==> src/rtl/event_or_aggregator.sv <==
// Merges N event lines into sticky pending bits, drives a masked registered irq,
// and offers the lowest-numbered unmasked pending index on a valid/ready port.
module event_or_aggregator #(
    parameter int N  = 8,
    parameter int IW = $clog2(N)
) (
    input  logic          clk,
    input  logic          rst,
    input  logic [N-1:0]  evt,
    input  logic [N-1:0]  mask,
    output logic          irq,
    output logic          out_valid,
    output logic [IW-1:0] out_idx,
    input  logic          out_ready,
    output logic          ovf,
    input  logic          ovf_clr
);

    typedef enum logic [0:0] {
        IDLE    = 1'b0,
        PRESENT = 1'b1
    } state_t;

    state_t        state_r;
    state_t        state_next_s;
    logic [N-1:0]  pending_r;
    logic [N-1:0]  pending_next_s;
    logic [N-1:0]  clr_s;
    logic [N-1:0]  active_s;
    logic [IW-1:0] out_idx_r;
    logic [IW-1:0] idx_next_s;
    logic          out_valid_r;
    logic          irq_r;
    logic          ovf_r;
    logic          ovf_set_s;
    logic          pop_s;

    // Fixed-priority encoder: the lowest set bit wins.
    function automatic logic [IW-1:0] lowest_idx(input logic [N-1:0] req);
        logic [IW-1:0] idx;
        idx = '0;
        for (int i = N - 1; i >= 0; i--) begin
            if (req[i]) begin
                idx = IW'(i);
            end else begin
                idx = idx;
            end
        end
        return idx;
    endfunction

    assign active_s = pending_r & mask;
    assign pop_s    = (state_r == PRESENT) && out_ready;

    // Decode the popped index into a one-hot clear vector.
    always_comb begin
        clr_s = '0;
        for (int i = 0; i < N; i++) begin
            clr_s[i] = pop_s && (out_idx_r == IW'(i));
        end
    end

    // Next pending value: a new event overrides a same-cycle pop.
    always_comb begin
        pending_next_s = (pending_r & ~clr_s) | evt;
        ovf_set_s      = |(evt & pending_r & ~clr_s);
    end

    // Offer FSM next-state and index selection.
    always_comb begin
        state_next_s = state_r;
        idx_next_s   = out_idx_r;
        case (state_r)
            IDLE: begin
                if (|active_s) begin
                    state_next_s = PRESENT;
                    idx_next_s   = lowest_idx(active_s);
                end else begin
                    state_next_s = IDLE;
                end
            end
            PRESENT: begin
                if (out_ready) begin
                    state_next_s = IDLE;
                end else begin
                    state_next_s = PRESENT;
                end
            end
            default: begin
                state_next_s = IDLE;
                idx_next_s   = '0;
            end
        endcase
    end

    // FSM state and registered handshake outputs.
    always_ff @(posedge clk) begin
        if (rst) begin
            state_r     <= IDLE;
            out_valid_r <= 1'b0;
            out_idx_r   <= '0;
        end else begin
            state_r     <= state_next_s;
            out_valid_r <= (state_next_s == PRESENT);
            out_idx_r   <= idx_next_s;
        end
    end

    // Pending, irq and overflow registers; overflow set beats clear.
    always_ff @(posedge clk) begin
        if (rst) begin
            pending_r <= '0;
            irq_r     <= 1'b0;
            ovf_r     <= 1'b0;
        end else begin
            pending_r <= pending_next_s;
            irq_r     <= |active_s;
            ovf_r     <= ovf_set_s | (ovf_r & ~ovf_clr);
        end
    end

    assign irq       = irq_r;
    assign out_valid = out_valid_r;
    assign out_idx   = out_idx_r;
    assign ovf       = ovf_r;

endmodule

==> config.mk <==
export PLATFORM = sky130hd
export DESIGN_NAME = event_or_aggregator
export DESIGN_NICKNAME = d
export VERILOG_FILES = /design/src/rtl/event_or_aggregator.sv
export SDC_FILE = /design/constraint.sdc
export NUM_CORES = 1
export LEC_CHECK = 0
export ABC_AREA = 0
export BUFFER_PORTS_ARGS = -buffer_cell sky130_fd_sc_hd__buf_2
export CAP_MARGIN = 20
export CORE_MARGIN = 2
export CORE_UTILIZATION = 32
export CTS_BUF_LIST = sky130_fd_sc_hd__clkbuf_8
export CTS_CLUSTER_DIAMETER = 30
export CTS_CLUSTER_SIZE = 8
export DETAILED_ROUTE_END_ITERATION = 10
export GPL_TIMING_DRIVEN = 0
export MAX_ROUTING_LAYER = met4
export PLACE_DENSITY = 0.59
export SETUP_SLACK_MARGIN = 0.2
export SLEW_MARGIN = 5
export SYNTH_ARGS = -nofsm -noshare
export SYNTH_HDL_FRONTEND = slang
export SYNTH_SLANG_ARGS = --single-unit
==> constraint.sdc <==
create_clock -name clk -period 1.9 [get_ports clk]
set_input_delay 0 -clock clk [delete_from_list [all_inputs] [get_ports clk]]
set_output_delay 0 -clock clk [all_outputs]
set_load 0.02 [all_outputs]
==> flow_summary.ini <==
[global_routing]
grt_first_pass_wirelength_um = 2940
antenna_found_initial = 0
grt_max_degree = 11
grt_overflow = 0
grt_pass1_vias = 655
gr-usage-all-layers_pct = 16.2

[sta]
layout_setup_ws_ns = 0.475
finalCritPeriodShare_pct = 75.0
relSlewSlack_pct = 75.4
grt_setup_unrepaired = no
clock_skew_ns = 0.00107
hold_viol_final = 0
fmax_ghz = 0.702
setup_viol = 0
worst_slew_pin_slew_ns = 0.364
min_period_ns = 1.43
setup_tns_ns = 0
final_max_slew_viol_count = 0

[clocking]
cts_max_level = 1
cts_hold_buf = 8
clkTransAtPathRegs_ns = 0.06
post_cts_buffers = 0
insertion_delay_ns = 0.24
cts-resized-gates = 0
cts_sinks = 14
root_buffer = clkbuf_8
clk_path_buf_depth = 2
cts_tree = built
cts_made_buffers = 3

[worst_setup_path]
reg2reg_depth = 4
crit_path_max_fanout = 9
worstSetupPathType = reg2reg
crit_family = compound AO/OA/AOI/OAI gates
r2r_start = out_valid
ff2ff_setup_slack_ns = 0.47
crit_path_cell_trace = and3b_4, a41oi_1, a311oi_1, a41oi_1
worstReg2RegEnd = ovf
path_buf_inv = 0
required_ns = 2.00
start_kind = flip-flop
arrival_ns = 1.53
slowest_stage = dfxtp_1
cpPeakStageDelay_ns = 0.47
crit_top_cell = a41oi_1
setup.worst_path.end_class = flip-flop

[synthesis]
synth.distinct_cells = 23
synth_compound_area_share_pct = 28.9
synth_simple_gate_area_share_pct = 28.1
synth_mux_area_share_pct = 0
post-synth-top-count-cell = dfxtp_1
ys_warn_count = 0
synth_top_area_share_pct = 41.7
syn-num-nets = 103
ys_top_cells_by_count = dfxtp_1, nor2_1, a21oi_1, nand2_1, a22oi_1
synth_edf_count = 0
synth_ff_type = dfxtp_1
synth_top_family_by_area = compound AO/OA/AOI/OAI gates
avgSynthCellArea_um2 = 8.10
yosys-top-cells-area = dfxtp_1, a21oi_1, nor2_1
async_reset_ff_share_pct = 0
syn_area_um2 = 672
synthXorXnorAreaFrac_pct = 0
synthAdderAreaFrac_pct = 0
netlist_instances = 83
synth_top_area_cell = dfxtp_1
ys_seq_area_share_pct = 41.7
ys_seq_elements = 14

[cells_and_area]
instances_no_fill = 146
nets = 141
regArea_um2 = 280
syn_to_final_growth_pct = 41.7
drive_gt1_share_pct = 26.1
fill_cells = 225
n_antenna_cell = 0
multi_input_comb_area_um2 = 383

[floorplan]
rows = 16
start_util_pct = 34.2
core_area_um2 = 1960
fp.dieW_um = 49.8
die_area_um2 = 2480
io_pins = 26
die_y_um = 49.8

[status]
outcome = complete, no violations

[placement]
gp_congestion = 0.784
hpwl_um = 1370
dp_cells = 135
io_buffer_count = 25
pre_cts_ws_ns = 0.495

[drt]
via_per_inst = 5.16
ant_nets = 0
drt-pass1-iter-count = 4
wire_per_inst_um = 12.3
drt-total-wl_um = 1800
drtIter0Drc = 21
drcViolationCount = 0
vias = 754

[min_path]
hold_path_end = pending_r[1]
hold_path_depth = 3
hold_path.class = in2reg
worstHoldStart = evt[1]

[power_and_ir_drop]
leakage_nw = 0.397
power.density_nw_per_um2 = 789
p_total_uw = 751
irDropWorstVdd_v = 0.000329

[job]
maxCapViolations = 0
stage by stage:
stage                     hold slack (ns)  util, %  cell area [um^2]
after floorplan                    0.0716        -               672
after global placement              0.209     42.3               831
after detailed placement            0.213     42.3               831
after CTS                          0.0169     48.5               952
after global routing               0.0444     48.5               952
final                              0.0120     48.5               952
logic make-up (layout without fill, tap and decap cells):
group | count (synthesis) | after routing
flip-flops | 14 | 14
buffers and inverters | 1 | 37
AND/OR/NAND/NOR | 39 | 39
AO/OA/AOI/OAI | 29 | 29
how the worst max path moves through the flow:
| stage | from | endpoint | slack [ns] | depth (start not counted) |
|---|---|---|---|---|
| final | out_valid | ovf | 0.47 | 4 |
| after global routing | out_valid | ovf | 0.41 | 4 |
| after detailed placement | out_valid | ovf | 0.49 | 4 |
| after global placement | out_valid | ovf | 0.50 | 4 |
| after floorplan | out_valid | ovf | 0.50 | 4 |
| after CTS | out_valid | ovf | 0.48 | 4 |
registers in the layout (all words and copies together) (netlist names):
register / count
pending_r: 8
ovf: 1
irq: 1
out_idx: 3
out_valid: 1
area by class of cell:
type,count,area share [%]
Sequential cell,14,29.4
Tap cell,27,3.55
Timing Repair Buffer,33,21.6
Clock buffer,3,4.34
Buffer,1,0.920
Multi-Input combinational cell,68,40.2
power by group:
part           total [mW]  switching, mW  internal, mW
combinational       0.164         0.0856        0.0780
sequential          0.351         0.0304         0.321
clock               0.236         0.0963         0.140
layer usage:
metal	vias up	global-route usage, %	share of wire, %
met3	2	3.64	6.3
li1	388	-	-
met5	-	-	0
met4	0	6.02	0.61
met1	339	20.3	45
met2	25	25.6	49
layout by cell type, fill, tap and decap left out:
| master | count |
|---|---|
| dlygate4sd1_1 | 1 |
| a21boi_0 | 1 |
| a311oi_1 | 1 |
| dlygate4sd3_1 | 8 |
| a22oi_1 | 5 |
| a32oi_1 | 3 |
| nor2_1 | 13 |
| clkbuf_8 | 3 |
| nand4_1 | 1 |
| nand3b_1 | 1 |
| and3_2 | 1 |
| dfxtp_1 | 14 |
| and3b_4 | 1 |
| nand3_1 | 4 |
| nor3_1 | 2 |
| a31oi_1 | 1 |
| nor3b_1 | 1 |
| nand2b_1 | 1 |
| a21oi_1 | 12 |
| a41oi_1 | 3 |
| nor2b_1 | 4 |
| nand2_1 | 10 |
| buf_2 | 25 |
| o21ai_0 | 1 |
| a31o_2 | 1 |
| a211oi_1 | 1 |
tightest hold or removal path, stage by stage:
cell	delay (ns)
buf_2	0.10
a21oi_1	0.04
nor2_1	0.07
Note: power is estimated with default switching activity, not from simulation.
